<file path="config.mk">
export PLATFORM = sky130hd
export DESIGN_NAME = music_player
export DESIGN_NICKNAME = d
export VERILOG_FILES = /design/src/rtl/music_pkg.sv /design/src/rtl/note_period_lut.sv /design/src/rtl/music_player.sv
export SDC_FILE = /design/constraint.sdc
export NUM_CORES = 1
export LEC_CHECK = 0
export BUFFER_PORTS_ARGS = -buffer_cell sky130_fd_sc_hd__buf_2
export CELL_PAD_IN_SITES_DETAIL_PLACEMENT = 1
export CELL_PAD_IN_SITES_GLOBAL_PLACEMENT = 2
export CORE_ASPECT_RATIO = 0.5
export CORE_UTILIZATION = 37
export CTS_BUF_LIST = sky130_fd_sc_hd__clkbuf_16
export DETAILED_ROUTE_END_ITERATION = 10
export GPL_TIMING_DRIVEN = 0
export PLACE_DENSITY_LB_ADDON = 0.2
export RECOVER_POWER = 25
export SLEW_MARGIN = 10
export SYNTH_ARGS = -nofsm -noshare
export SYNTH_HDL_FRONTEND = slang
export SYNTH_SLANG_ARGS = --single-unit
</file>
<file path="constraint.sdc">
create_clock -name clk -period 4.81 [get_ports clk]
set_input_delay 0.481 -clock clk [delete_from_list [all_inputs] [get_ports clk]]
set_output_delay 0.481 -clock clk [all_outputs]
set_load 0.05 [all_outputs]
</file>
<file path="src/rtl/music_pkg.sv">
`default_nettype none
// ============================================================================
//  Module      : music_pkg
//  Description : Shared constants, state encoding and the note-to-half-period
//                arithmetic for the music player sequencer.
//  Revision    : 1.0 - initial release
// ============================================================================
package music_pkg;

    // Note code space: 0 is a rest, 1..48 are tuned notes (22 = A4).
    localparam logic [7:0] NOTE_REST = 8'd0;
    localparam logic [7:0] NOTE_MIN  = 8'd1;
    localparam logic [7:0] NOTE_MAX  = 8'd48;

    // Sequencer states.
    localparam logic [1:0] c_ST_IDLE  = 2'd0;
    localparam logic [1:0] c_ST_FETCH = 2'd1;
    localparam logic [1:0] c_ST_WAIT  = 2'd2;
    localparam logic [1:0] c_ST_PLAY  = 2'd3;

    // Half-period in clock cycles of note code n (equal temperament around
    // A4 = 440 Hz at code 22), rounded to the nearest cycle. Only evaluated
    // during elaboration; codes outside 1..48 map to 0 (silent).
    function automatic int half_period(input int clk_hz, input int note);
        real f;
        if (note < 1 || note > 48) begin
            return 0;
        end
        f = 440.0 * (2.0 ** ((real'(note) - 22.0) / 12.0));
        return $rtoi((real'(clk_hz) / (2.0 * f)) + 0.5);
    endfunction

endpackage
`default_nettype wire

</file>
<file path="src/rtl/note_period_lut.sv">
`default_nettype none
// ============================================================================
//  Module      : note_period_lut
//  Description : Combinational note code -> square-wave half-period table,
//                built at elaboration from the clock frequency. Returns 0 for
//                rests and out-of-range codes.
//  Revision    : 1.0 - initial release
// ============================================================================
module note_period_lut
    import music_pkg::*;
#(
    parameter int CLK_HZ = 100_000_000,
    parameter int HALF_W = 19
) (
    input  logic [7:0]        i_note,
    output logic [HALF_W-1:0] o_half
);

    logic [HALF_W-1:0] w_table [0:63];

    genvar gi;
    generate
        for (gi = 0; gi < 64; gi++) begin : g_table
            assign w_table[gi] = HALF_W'(half_period(CLK_HZ, gi));
        end
    endgenerate

    // Select the table entry only for tuned codes; everything else is silent.
    always_comb begin
        o_half = '0;
        if (i_note >= NOTE_MIN && i_note <= NOTE_MAX) begin
            o_half = w_table[i_note[5:0]];
        end
    end

endmodule
`default_nettype wire

</file>
<file path="src/rtl/music_player.sv">
`default_nettype none
// ============================================================================
//  Module      : music_player
//  Description : Song sequencer. Steps a synchronous note ROM once per beat,
//                prefetching the next entry to hide the ROM latency, and
//                drives a square-wave buzzer at the current note's pitch.
//                Repeated identical entries play legato.
//  Revision    : 1.0 - initial release
// ============================================================================
module music_player
    import music_pkg::*;
#(
    parameter int CLK_HZ      = 100_000_000,
    parameter int BEAT_CYCLES = 12_500_000,
    parameter int SONG_LEN    = 160
) (
    input  logic       clk,
    input  logic       rst,
    input  logic       start,
    input  logic       pause,
    input  logic       loop,
    output logic [7:0] rom_addr,
    input  logic [7:0] rom_note,
    output logic [7:0] note_cur,
    output logic       buzzer,
    output logic       playing,
    output logic       done
);

    localparam int c_BEAT_W   = (BEAT_CYCLES > 1) ? $clog2(BEAT_CYCLES) : 1;
    // The lowest note has the longest half-period.
    localparam int c_HALF_MAX = half_period(CLK_HZ, 1);
    localparam int c_HALF_W   = $clog2(c_HALF_MAX + 1);

    localparam logic [c_BEAT_W-1:0] c_BEAT_PREF = c_BEAT_W'(BEAT_CYCLES - 3);
    localparam logic [c_BEAT_W-1:0] c_BEAT_LAST = c_BEAT_W'(BEAT_CYCLES - 1);
    localparam logic [7:0]          c_ADDR_LAST = 8'(SONG_LEN - 1);

    logic [1:0]          r_state;
    logic [c_BEAT_W-1:0] r_beat_cnt;
    logic [c_HALF_W-1:0] r_tone_cnt;
    logic                r_stop;      // song ends after the current (last) entry

    logic [c_HALF_W-1:0] w_half;
    logic                w_beat_adv;
    logic                w_entry_end;
    logic                w_load_note;
    logic                w_stop_end;

    note_period_lut #(
        .CLK_HZ (CLK_HZ),
        .HALF_W (c_HALF_W)
    ) u_lut (
        .i_note (note_cur),
        .o_half (w_half)
    );

    assign playing     = (r_state != c_ST_IDLE);
    assign w_beat_adv  = (r_state == c_ST_PLAY) && !pause;
    assign w_entry_end = w_beat_adv && (r_beat_cnt == c_BEAT_LAST);
    // The first note is taken in WAIT even when paused; later notes only at
    // an unpaused beat end.
    assign w_load_note = (r_state == c_ST_WAIT) || (w_entry_end && !r_stop);
    assign w_stop_end  = w_entry_end && r_stop;

    // Sequencer: state, beat timing, ROM address prefetch and note latch.
    always_ff @(posedge clk) begin
        if (rst) begin
            r_state    <= c_ST_IDLE;
            rom_addr   <= 8'd0;
            note_cur   <= NOTE_REST;
            r_beat_cnt <= '0;
            r_stop     <= 1'b0;
            done       <= 1'b0;
        end else begin
            done <= 1'b0;
            case (r_state)
                c_ST_IDLE: begin
                    if (start) begin
                        r_state  <= c_ST_FETCH;
                        rom_addr <= 8'd0;
                        r_stop   <= 1'b0;
                    end
                end
                c_ST_FETCH: begin
                    r_state <= c_ST_WAIT;
                end
                c_ST_WAIT: begin
                    r_state    <= c_ST_PLAY;
                    note_cur   <= rom_note;
                    r_beat_cnt <= '0;
                end
                c_ST_PLAY: begin
                    if (!pause) begin
                        if (r_beat_cnt == c_BEAT_LAST) begin
                            r_beat_cnt <= '0;
                            if (r_stop) begin
                                r_state  <= c_ST_IDLE;
                                done     <= 1'b1;
                                note_cur <= NOTE_REST;
                                rom_addr <= 8'd0;
                                r_stop   <= 1'b0;
                            end else begin
                                note_cur <= rom_note;
                            end
                        end else begin
                            r_beat_cnt <= r_beat_cnt + c_BEAT_W'(1);
                        end
                        // Address changes two cycles before the beat ends so
                        // the ROM output is ready when the note is latched.
                        if (r_beat_cnt == c_BEAT_PREF) begin
                            if (rom_addr == c_ADDR_LAST) begin
                                if (loop) begin
                                    rom_addr <= 8'd0;
                                end else begin
                                    r_stop <= 1'b1;
                                end
                            end else begin
                                rom_addr <= rom_addr + 8'd1;
                            end
                        end
                    end
                end
                default: begin
                    r_state <= c_ST_IDLE;
                end
            endcase
        end
    end

    // Tone generator: toggles the buzzer every half-period of the sounding
    // note; a changed note restarts the phase, an identical one continues.
    always_ff @(posedge clk) begin
        if (rst) begin
            r_tone_cnt <= '0;
            buzzer     <= 1'b0;
        end else if ((w_load_note && (rom_note != note_cur)) || w_stop_end) begin
            r_tone_cnt <= '0;
            buzzer     <= 1'b0;
        end else if (w_half == '0) begin
            r_tone_cnt <= '0;
            buzzer     <= 1'b0;
        end else if (pause && (r_state != c_ST_IDLE)) begin
            buzzer <= 1'b0;
        end else if (r_tone_cnt == (w_half - c_HALF_W'(1))) begin
            r_tone_cnt <= '0;
            buzzer     <= ~buzzer;
        end else begin
            r_tone_cnt <= r_tone_cnt + c_HALF_W'(1);
        end
    end

endmodule
`default_nettype wire

</file>
After elaboration in Yosys (flattened, before gate mapping)
Memories as Yosys holds them, arrays and structs flattened.
Index checks and enable logic that the tools add are counted.

word-level totals
  bits in registers = 64
  bits in read-only memories = 1,216
  input port bits = 13
  output and inout bits = 19
  logic and storage cells = 87
  memories kept = 1

operators by class
  add/sub/neg operators = 4
  magnitude comparators = 3
  equal/unequal tests = 12
  muxes and demuxes = 32
  bitwise logic cells = 4
  reduce and logical (&&, ||, !) cells = 23

memories
  memory           depth  width  read ports  clocked after Yosys merged registers in  write ports  line                   text
  (no name shown)  64     19     1           0                                        0            note_period_lut.sv:32  o_half = w_table[i_note[5:0]];

operator list
  operator                 number
  $mux W8                  10
  $mux W19                 4
  $eq A24 B24 Y1 const B   2
  $mux W24                 2
  $pmux W24 S2             1
  $pmux W8 S2              2
  $add A24 B1 Y24 const B  1
  $add A19 B1 Y19 const B  1
  $eq A19 B19 Y1           1
  $logic_not A19 Y1        1
  $sub A19 B1 Y19 const B  1
  $add A8 B1 Y8 const B    1
  $eq A8 B8 Y1 const B     1
  $ge A8 B1 Y1 const B     1
  $le A8 B6 Y1 const B     1
  $mux W2                  4
  $ne A8 B8 Y1             1
  $pmux W2 S4              1
  $reduce_or A4 Y1         2
  $ge A7 B7 Y1 const B     1
  $logic_and A1 B1 Y1      7
  $mux W1                  7
  $not A6 Y7               1
  $ne A2 B2 Y1 const B     3
  other kinds (13)         21

Longest topological paths before layout
Gate-level depths: netlist (run 1).

  depth after elaboration = 8
  mapped depth = 19
  mapped depth without buffers = 16

Hierarchy
A second synthesis (run 1) with hierarchy kept.

second synthesis, totals
  cells, all modules = 730
  area total of the unflattened synthesis = 5,440.2 um2

modules (own cells, without submodules)
  module           instances  cells an instance  area each (um2)  sequential area each (um2)
  music_player     1          485                3,844.9          1,281.2
  note_period_lut  1          245                1,595.3          0.0

Least setup slack after synthesis (run 1)
No wires, ideal clock.

  path type = reg2reg
  start point = register note_cur[0]
  end point = register r_tone_cnt[17]
  setup time = 0.112 ns
  data arrival time = 4.296 ns
  required time = 4.698 ns
  slack = 0.402 ns
  cell stages (with the launch flop) = 18
  path buffers = 2
  clock period less this slack = 4.408 ns
  cell sequence = dfxtp_1 -> buf_2 -> inv_1 -> ha_1 -> nor2b_1 -> a2111oi_0 -> o32ai_2 -> or2_2 -> ha_1 -> xor2_1 -> xnor2_1 -> nor3_1 -> o211ai_1 -> nor4_1 -> nand4_1 -> a2111oi_4 -> buf_6 -> nor2_1

on the way
  cells in the longest elaborated chain, start to end = 8
  elaborated cells between the ends (all ways) = 16
  classes of those cells = add/sub: 1; order compare: 2; eq/ne: 2; mux: 4; bitwise: 1; reduce/logical: 5; memory: 1

ends and longest elaborated chain
  element                                       line                   text
  start, declared                               music_player.sv:24     output logic [7:0] note_cur,
  start signal, assigned                        music_player.sv:90     note_cur <= rom_note;
  start signal, assigned                        music_player.sv:104    note_cur <= rom_note;
  $not A6 Y7 (implied by the code)              note_period_lut.sv:32
  $mem_v2 Z64 W19                               -
  $mux W19 (implied by the code) (2 in series)  note_period_lut.sv:32
  $mux W19                                      note_period_lut.sv:31  if (i_note >= NOTE_MIN && i_note <= NOTE_MAX) begin
  $sub A19 B1 Y19                               music_player.sv:145    end else if (r_tone_cnt == (w_half - c_HALF_W'(1))) begin
  $eq A19 B19 Y1                                music_player.sv:145
  $mux W19                                      music_player.sv:145
  end signal, assigned                          music_player.sv:149    r_tone_cnt <= r_tone_cnt + c_HALF_W'(1);
  end, declared                                 music_player.sv:41     logic [c_HALF_W-1:0] r_tone_cnt;

Several ways; a longest one is shown, not always the timed one. The select of a mux whose other input is x is not followed.
A chain may end at the register's enable or synchronous reset.

Worst setup path after layout (run 1)
  start point = register note_cur[2]
  end point = register buzzer

on the way
  cells in the longest elaborated chain, start to end = 7
  elaborated cells between the ends (all ways) = 15
  classes of those cells = add/sub: 1; order compare: 2; eq/ne: 2; mux: 3; bitwise: 1; reduce/logical: 5; memory: 1

ends and longest elaborated chain
  element                                               line                                      text
  $not A6 Y7 (implied by the code)                      note_period_lut.sv:32
  $mem_v2 Z64 W19                                       -
  $mux W19 (implied by the code) (2 in series)          note_period_lut.sv:32
  $mux W19                                              note_period_lut.sv:31
  $sub A19 B1 Y19 or $logic_not A19 Y1 (tied branches)  music_player.sv:145, music_player.sv:140
  $eq A19 B19 Y1 or $reduce_or A4 Y1 (tied branches)    -
  end signal, assigned                                  music_player.sv:147                       buzzer <= ~buzzer;
  end, declared                                         music_player.sv:25                        output logic buzzer,

Several ways; a longest one is shown, not always the timed one. The select of a mux whose other input is x is not followed.

==> results of run 1 <==
-- report_power, final --
| part | internal, mW | total [mW] | switching [mW] |
|---|---|---|---|
| combinational | 1.02 | 2.94 | 1.92 |
| clock | 0.501 | 0.747 | 0.245 |
| sequential | 0.570 | 0.640 | 0.0698 |
-- cell type report --
cell class              instances  area (um^2)
fillers                      1844         8190
multi-input cells             635         4090
flip-flops and latches         64         1290
plain buffers                  43          258
well taps                     198          248
clock buffers                   9          225
repair buffers                 39          196
clock inverters                 6          109
inverters                      15         63.8
-- logic make-up after synthesis --
group	Yosys count	synth area share
mux	10	0.0225
flops	64	0.228
simple gates	360	0.329
buf+inv	59	0.0558
fa+ha+maj	20	0.0445
xor+xnor	60	0.0934
compound gates	185	0.227
-- worst max-delay path: stages (launching register included) --
cell,delay (ps)
dfxtp_2,380
buf_6,160
buf_4,170
inv_2,140
buf_2,320
ha_1,370
nor3_1,100
a21oi_1,200
o32ai_2,160
or2_2,300
ha_1,260
xor2_1,190
xnor2_1,140
nor3_1,180
o211ai_1,140
nor4_2,220
nor4bb_1,250
nand4_1,240
or3_1,360
a21oi_1,170
-- how the worst max path moves through the flow --
stage	from	to	cells after the start
finish	note_cur[2]	buzzer	19
global route	note_cur[0]	buzzer	17
CTS	note_cur[0]	buzzer	17
detailed placement	note_cur[0]	r_tone_cnt[7]	17
global placement	note_cur[0]	r_tone_cnt[2]	18
floorplan	note_cur[0]	r_tone_cnt[17]	17
-- per-stage QoR --
stage,utilization,hold WS (ps),TNS [ps],area [um^2]
2_1_floorplan,-,441,0,5630
3_3_place_gp,0.410,463,-9610,6020
3_5_place_dp,0.410,482,-11580,6020
4_1_cts,0.438,377,0,6420
5_1_grt,0.442,391,0,6480
6_report,0.442,383,0,6480
-- Yosys cell counts, types with 8 or more instances --
cell type,number
nor2_1,86
nand2_1,87
nand2b_1,17
xnor2_1,34
nor3_1,14
dfxtp_1,64
nand3b_1,8
o21ai_0,40
xor2_1,26
a21oi_1,46
inv_1,12
nor4_1,15
and3_1,20
nor2b_1,8
ha_1,20
a31oi_1,9
buf_2,13
a21o_1,8
nand4_1,17
o211ai_1,14
nand3_1,39
clkbuf_1,16
-- sequential cells by signal (all words and copies together) (netlist names) --
name        flops
note_cur        8
buzzer          1
r_tone_cnt     19
done            1
rom_addr        8
r_beat_cnt     24
r_stop          1
r_state         2
-- routing by layer --
metal  wire length [um]  track usage
met2               9380        0.453
met1               9820        0.346
met5                  0            0
met3               1050       0.0395
met4                612        0.102
-- repair_timing --
| action | 4_1_cts | 5_1_grt |
|---|---|---|
| buffers inserted | 4 | 6 |
| pin swaps | 1 | 3 |
| endpoints found under the setup margin | 20 | 20 |
| gates resized for setup | 12 | 7 |
| gates cloned | 0 | 0 |
| hold buffers | 0 | 0 |
==> reports/qor.yml, run 1 <==
place:
  dp_slack_ps: -669
  port_buffers: 29
  hpwl_um: 15300
  finalWeightedCongestion: 0.939
  dp_cells: 985
synthesis:
  synthCells: 758
  yosysTopAreaCell: "dfxtp_1"
  yosysWarnings: 0
  syn_avg_cell_area_um2: 7.42
  synth.distinct_cells: 80
  syn-num-nets: 791
  ys.flop_type: "dfxtp_1"
  netlist.area_leader.share: 0.228
  synthArstFlopShare: 0
  synth-seq-area-share: 0.228
  ys_ff_latch: 64
  yosys-top-cells-area: "dfxtp_1 (23%), nand2_1 (5.8%), nor2_1 (5.7%), xnor2_1 (5.3%), ha_1 (4.4%)"
  synth_area_um2: 5630
  synth_edf_count: 0
power:
  leakage_nw: 2.30
  power_density_nw_per_um2: 668
  ir_drop_v: 0.000264
  finalPower_mw: 4.33
drt:
  antenna_left: 0
  vias: 6073
  wl_per_cell_um: 20.7
  viasPerCell: 6.02
  drc: 0
  drt_pass1_iterations: 5
  routed_wl_um: 20900
  drt_iter0_drc: 388
final_layout:
  instances_no_fill: 1009
  final_nets: 840
  diodes: 0
  final_layout_size_suffix_gt1_frac: 0.126
  final_cell_mix: "nand2_1 (87), nor2_1 (86), dfxtp_1 (61)"
  final_common_cell: "nand2_1"
  area_growth_pct: 15.1
floorplan:
  initial_core_util: 0.384
  die_x_um: 176
  io_pins: 32
  die-area_um2: 15700
  die_h_um: 89.2
  core_um2: 14700
  rows: 31
critical_path:
  arrival_ps: 4800
  reg2regPathDepth: 19
  critPathKind: "register to register"
  r2r-start: "note_cur[2]"
  endpoint_kind: "register"
  worstPathRequired_ps: 5060
  rr_endpoint: "buzzer"
  worstPathMaxFanout: 10
  rrSetupSlack_ps: 260
  start_kind: "register"
min_path:
  min_path_type: "input port to register"
  worstHoldEndpoint: "note_cur[0]"
  hold_depth: 3
  holdCritStartpoint: "rom_note[0]"
cts:
  cts_buffer_depth: 2
  clkSinkCount: 64
  cts_tree: "done"
  clk_latency_ps: 330
  cts_buffers: 9
  clkTransAtPathRegs_ps: 60
  cts-root-buf: "clkbuf_16"
  h-tree-depth: 3
global_routing:
  antenna_found_initial: 0
  grt_max_degree: 15
  grt_usage: 0.266
  grt_pass1_wl_um: 32300
  gr-total-overflow: 0
  grt_pass1_vias: 5785
timing:
  setup_viol: 0
  rsz0062_at_grt: "no"
  fmax_mhz: 220
  worst_slew_pin_slew_ps: 991
  setup_ws_ps: 257
  slew_viol_final: 0
  slew-limit-headroom: 0.335
  finalCriticalPeriod_ps: 4550
  clock-skew-final_ps: 9.47
  finalCritPeriodShare: 0.947
  hold_violations: 0
flow_run:
  cap_violations: 0
outcome:
  status: "finished, final reports clean"
(Power assumes the default switching activity.)
==> inputs of run 2 (changes only) <==
Settings changed: CORE_UTILIZATION 37 to 30.
==> run 2 against run 1 <==
Against the previous run: count of clock-buffer cells in the layout unchanged; via count down 2.4%; clock skew down 2.9 ps; cell count up 3.7%; non-clock buffer count up 1; critical path depth down 1; worst hold slack worse by 2.1 ps; critical path type unchanged; largest power group unchanged.
==> reports/qor.yml, run 2 (synthesis results as in run 1) <==
critical_path:
  r2r-start: "note_cur[0]"  # was note_cur[2]
  worstPathMaxFanout: 10  # unchanged
  start_kind: "register"  # unchanged
  critical-path-top-delay-family: "simple AND/OR/NAND/NOR gates"  # unchanged
  critPathBufInv: 3  # was 4
  arrival_ps: 4810  # was 4800 ps
  slowest_delay_ps: 430  # was 380 ps
  rrSetupSlack_ps: 260  # about the same
  cp_common_cell: "buf_4"
  critPathKind: "register to register"  # unchanged
  cpMaxStageDelayCell: "dfxtp_4"  # was dfxtp_2
  critPathLaunch: "note_cur[0]"  # was note_cur[2]
  crit_cells: 18  # was 19
  worstPathRequired_ps: 5070  # was 5060 ps
  endpoint_kind: "register"  # unchanged
  reg2regPathDepth: 18  # was 19
  crit_chain: "buf_4 -> clkinvlp_4 -> ha_2 -> nor2b_1 -> a2111oi_2 -> o32ai_2 -> buf_4 -> or2_2 -> ha_1 -> xor2_1 -> xnor2_1 -> nor3_1 -> o211ai_1 -> nor4_2 -> nor4bb_2 -> nand4_1 -> or3_1 -> a21oi_1"  # was buf_6 -> buf_4 -> inv_2 -> buf_2 -> ha_1 -> nor3_1 -> a21oi_1 -> o32ai_2 -> or2_2 -> ha_1 -> xor2_1 -> xnor2_1 -> nor3_1 -> o211ai_1 -> nor4_2 -> nor4bb_1 -> nand4_1 -> or3_1 -> a21oi_1
global_routing:
  grt_pass1_wl_um: 33900  # was 32300 um
  grt_max_degree: 15  # unchanged
  antenna_found_initial: 0  # unchanged
  grt_usage: 0.223  # was 0.266
  gr-total-overflow: 0  # unchanged
  grt_pass1_vias: 6003  # was 5785
outcome:
  status: "finished, final reports clean"  # unchanged
timing:
  worst_slew_pin_slew_ps: 1150  # was 991 ps
  hold_violations: 0  # unchanged
  fmax_mhz: 220  # about the same
  hold_ws_ps: 381  # was 383 ps
  setup_tns_ps: 0  # unchanged
  finalCriticalPeriod_ps: 4550  # about the same
  rsz0062_at_grt: "no"  # unchanged
  clock-skew-final_ps: 6.57  # was 9.47 ps
  setup_viol: 0  # unchanged
  slew_viol_final: 0  # unchanged
  slew-limit-headroom: 0.225  # was 0.335
  finalCritPeriodShare: 0.946  # was 0.947
cts:
  clk_latency_ps: 330  # about the same
  h-tree-depth: 3  # unchanged
  clkSinkCount: 64  # unchanged
  cts-root-buf: "clkbuf_16"  # unchanged
  cts_buffers: 9  # unchanged
  cts_buffer_depth: 2  # unchanged
  cts_tree: "done"  # unchanged
  clkTransAtPathRegs_ps: 50  # was 60 ps
place:
  port_buffers: 29  # unchanged
  hpwl_um: 15900  # was 15300 um
  place_area_um2: 6060  # was 6020 um^2
  finalWeightedCongestion: 0.909  # was 0.939
final_layout:
  num-fill-cells: 2198  # was 1844
  largest_register_ffs: 24  # unchanged
  final_common_cell: "nand2_1"  # unchanged
  top_register: "r_beat_cnt"  # unchanged
  area_growth_pct: 14.7  # was 15.1%
  final_layout_size_suffix_gt1_frac: 0.129  # was 0.126
  largestRegisters: "r_beat_cnt (24), r_tone_cnt (19)"  # unchanged
  final_nets: 841  # was 840
  final_cell_mix: "nand2_1 (87), nor2_1 (85), dfxtp_1 (61)"  # was nand2_1 (87), nor2_1 (86), dfxtp_1 (61)
  diodes: 0  # unchanged
  design_area_um2: 6450  # was 6480 um^2
power:
  sw_frac_of_total: 0.536  # was 0.517
  leakage_nw: 2.27  # was 2.30 nW
  power_density_nw_per_um2: 650  # was 668 nW/um^2
  ir_drop_v: 0.000229  # was 0.000264 V
  finalPower_mw: 4.19  # was 4.33 mW
  internal-power_mw: 1.95  # was 2.09 mW
  power_frac_seq: 0.152  # was 0.148
  power_frac_comb: 0.710  # was 0.680
  clockPowerShare: 0.138  # was 0.173
  power.switching_mw: 2.25  # was 2.24 mW
floorplan:
  die_h_um: 98.8  # was 89.2 um
  die-area_um2: 19300  # was 15700 um^2
  core_um2: 17900  # was 14700 um^2
  rows: 34  # was 31
  io_pins: 32  # unchanged
  initial_core_util: 0.315  # was 0.384
  die_x_um: 196  # was 176 um
drt:
  routed_wl_um: 21000  # was 20900 um
  antenna_left: 0  # unchanged
  wl_per_cell_um: 20.1  # was 20.7 um
  viasPerCell: 5.67  # was 6.02
  drt_iter0_drc: 334  # was 388
  drt_pass1_iterations: 5  # unchanged
  drc: 0  # unchanged
  vias: 5927  # was 6073
min_path:
  hold_depth: 3  # unchanged
  holdCritStartpoint: "rom_note[0]"  # unchanged
  min_path_type: "input port to register"  # unchanged
flow_run:
  cap_violations: 0  # unchanged
## run 2: layer usage
metal | track usage | share of wire | wire length [um] | up-vias
met3 | 0.0370 | 0.044 | 931 | 31
li1 | - | - | - | 2853
met2 | 0.362 | 0.45 | 9390 | 147
met1 | 0.305 | 0.49 | 10300 | 2896
met5 | 0 | 0 | 0 | -
met4 | 0.0673 | 0.018 | 387 | 0
## run 2: timing repair
item                                   CTS  global route
setup buffers                            8             3
endpoints found under the hold margin    0             0
pin swaps                                2             4
hold buffers                             0             0
setup endpoints to repair               20            18
resized for setup                       13            10
## run 2: power by group through the flow
stage	logic (mW)	registers (mW)	clock network, mW
finish	2.98	0.639	0.578
global route	3.24	0.647	0.617
CTS	2.86	0.636	0.595
detailed placement	2.79	0.643	0
global placement	2.77	0.642	0
floorplan	1.99	0.682	0
## run 2: final timing paths
check                        end
setup reg to reg          buzzer
setup / recovery          buzzer
hold reg to reg   r_beat_cnt[13]
hold / removal       note_cur[0]
## run 2: layout make-up
type	count	area [um^2]	area share
buffer	43	260	0.0403
clock buffer	9	225	0.0349
clock inverter	6	28.8	0.00446
inverter	15	63.8	0.00989
multi-input combinational	635	4090	0.634
sequential	64	1290	0.200
tap	234	293	0.0454
timing repair buffer	40	204	0.0316
## run 2: worst reg2reg max path: cells and delay by family (launching register included)
family                   cells  cell delay [ps]
AO/OA/AOI/OAI                4              790
buffers and inverters        3              630
XOR/XNOR                     2              330
adder cells (fa/ha/maj)      2              580
AND/OR/NAND/NOR              7             1750
flip-flops                   1              430
## run 2: per-stage QoR
step / std cells / utilization / setup WS, ps
floorplan: 758 / - / 402
global placement: 1021 / 0.339 / -647
detailed placement: 1021 / 0.339 / -734
CTS: 1043 / 0.359 / 77.3
global route: 1046 / 0.361 / 26.4
finish: 1046 / 0.361 / 258
==> inputs of run 3 (changes only) <==
Settings changed: MAX_ROUTING_LAYER from default to met4, SLEW_MARGIN 10 to 5.
==> run 3 against run 2 <==
Against the previous run: power increased by 0.77%; sequential cell count did not move; global-route usage increased by 0.14 points; design area hardly changed; register-to-register slack better by 100 ps; wire length fell by 0.79%; sequential power is essentially flat; clock power grew 10%; critical path type unchanged.
==> reports/qor.yml, run 3 (synthesis results as in run 1) <==
outcome:
  status: "finished, final reports clean"  # unchanged
floorplan:
  die-area_um2: 19300  # unchanged
  rows: 34  # unchanged
  die_x_um: 196  # unchanged
  io_pins: 32  # unchanged
  core_um2: 17900  # unchanged
  die_h_um: 98.8  # unchanged
  initial_core_util: 0.315  # unchanged
power:
  power_density_nw_per_um2: 654  # was 650 nW/um^2
  finalPower_mw: 4.22  # was 4.19 mW
  ir_drop_v: 0.000287  # was 0.000229 V
  leakage_nw: 2.27  # about the same
final_layout:
  final_cell_mix: "nand2_1 (87), nor2_1 (85), dfxtp_1 (62)"  # was nand2_1 (87), nor2_1 (85), dfxtp_1 (61)
  largestRegisters: "r_beat_cnt (24), r_tone_cnt (19)"  # unchanged
  num-fill-cells: 2241  # was 2198
  diodes: 0  # unchanged
  final_nets: 839  # was 841
  largest_register_ffs: 24  # unchanged
  final_common_cell: "nand2_1"  # unchanged
  top_register: "r_beat_cnt"  # unchanged
  area_growth_pct: 14.8  # was 14.7%
  final_layout_size_suffix_gt1_frac: 0.126  # was 0.129
place:
  port_buffers: 29  # unchanged
  dp_slack_ps: -597  # was -734 ps
  hpwl_um: 15700  # was 15900 um
  finalWeightedCongestion: 0.952  # was 0.909
critical_path:
  critPathKind: "register to register"  # unchanged
  arrival_ps: 4670  # was 4810 ps
  worstPathMaxFanout: 10  # unchanged
  r2r-start: "note_cur[0]"  # unchanged
  reg2regPathDepth: 17  # was 18
  start_kind: "register"  # unchanged
  rr_endpoint: "r_tone_cnt[11]"  # was buzzer
  worstPathRequired_ps: 5030  # was 5070 ps
  endpoint_kind: "register"  # unchanged
  rrSetupSlack_ps: 360  # was 260 ps
drt:
  antenna_left: 0  # unchanged
  drt_iter0_drc: 336  # was 334
  vias: 5933  # was 5927
  drc: 0  # unchanged
  viasPerCell: 5.68  # was 5.67
  drt_pass1_iterations: 5  # unchanged
  wl_per_cell_um: 19.9  # was 20.1 um
  routed_wl_um: 20800  # was 21000 um
timing:
  hold_violations: 0  # unchanged
  hold_ws_ps: 379  # was 381 ps
  rsz0062_at_grt: "no"  # unchanged
  finalCriticalPeriod_ps: 4450  # was 4550 ps
  setup_tns_ps: 0  # unchanged
  setup_viol: 0  # unchanged
  slew-limit-headroom: 0.340  # was 0.225
  setup_ws_ps: 358  # was 258 ps
  slew_viol_final: 0  # unchanged
  worst_slew_pin_slew_ps: 983  # was 1150 ps
  clock-skew-final_ps: 8.21  # was 6.57 ps
  fmax_mhz: 225  # was 220 MHz
  finalCritPeriodShare: 0.926  # was 0.946
global_routing:
  antenna_found_initial: 0  # unchanged
  grt_pass1_vias: 5782  # was 6003
  grt_pass1_wl_um: 33100  # was 33900 um
  grt_usage: 0.225  # was 0.223
  grt_max_degree: 15  # unchanged
  gr-total-overflow: 0  # unchanged
cts:
  clkTransAtPathRegs_ps: 50  # about the same
  cts_buffer_depth: 2  # unchanged
  cts_buffers: 9  # unchanged
  cts-root-buf: "clkbuf_16"  # unchanged
  clkSinkCount: 64  # unchanged
  hold_buffers: 0  # unchanged
  h-tree-depth: 3  # unchanged
  clk_latency_ps: 330  # about the same
  cts_tree: "done"  # unchanged
min_path:
  min_path_type: "input port to register"  # unchanged
  worstHoldEndpoint: "note_cur[0]"  # unchanged
  hold_depth: 3  # unchanged
  holdCritStartpoint: "rom_note[0]"  # unchanged
flow_run:
  cap_violations: 0  # unchanged
run 3: cell types whose count changed in the layout (fill, tap and decap cells not counted), sizes merged:
cell	before	now
buf	48	46
clkinv	4	5
bufinv	0	1
inv	14	13
run 3: worst max-delay path, stage by stage, from the launching register on:
cell and delay, ps:
dfxtp_4 400, buf_6 170, clkinvlp_4 140, ha_2 320, clkbuf_4 270, nor2_2 80, o211ai_1 220, o211ai_1 270
or2_1 350, ha_1 290, nor2b_2 220, and2_1 210, xnor2_1 130, o31ai_1 370, nand4_1 230, a2111oi_4 390
buf_4 220, nor4b_1 50
run 3: area by class of cell:
type | instances | area (um^2) | share of cell area
multi-input cells | 635 | 4070 | 0.631
flip-flops and latches | 64 | 1290 | 0.200
well taps | 234 | 293 | 0.0453
plain buffers | 43 | 264 | 0.0409
clock buffers | 9 | 225 | 0.0349
repair buffers | 38 | 189 | 0.0293
inverters | 15 | 63.8 | 0.00988
clock inverters | 7 | 62.6 | 0.00969
run 3: per-layer routing:
| layer | vias up | GRT usage | part of all wire |
|---|---|---|---|
| li1 | 2851 | - | - |
| met1 | 2914 | 0.303 | 0.50 |
| met2 | 125 | 0.347 | 0.44 |
| met3 | 43 | 0.0335 | 0.037 |
| met4 | 0 | 0.0673 | 0.023 |
| met5 | - | - | 0 |
run 3: report_power, final:
part / internal [mW] / switching (mW) / leakage, nW / total [mW]
Sequential: 0.569 / 0.0696 / 0.518 / 0.639
Clock: 0.395 / 0.243 / 0.138 / 0.638
Combinational: 1.02 / 1.93 / 1.62 / 2.95
Total: 1.98 / 2.24 / 2.27 / 4.22
run 3: stage by stage:
step                      utilization  instances  area, um^2
after floorplan                     -        758        5630
after global placement          0.339       1021        6060
after detailed placement        0.339       1021        6060
after CTS                       0.357       1037        6380
after global routing            0.361       1045        6460
final                           0.361       1045        6460
run 3: how the worst max path moves through the flow:
stage | endpoint | start | slack, ps | cells past startpoint
5_1_grt | buzzer | note_cur[0] | 40 | 17
3_3_place_gp | r_tone_cnt[6] | note_cur[0] | -630 | 18
3_5_place_dp | r_tone_cnt[8] | note_cur[0] | -600 | 18
2_1_floorplan | r_tone_cnt[17] | note_cur[0] | 400 | 17
4_1_cts | buzzer | note_cur[0] | 7 | 18
6_report | r_tone_cnt[11] | note_cur[0] | 360 | 17
run 3: timing repair:
item | CTS | global route
resized for setup | 10 | 11
setup endpoints to repair | 20 | 20
setup buffers | 1 | 8
pin swaps | 1 | 3
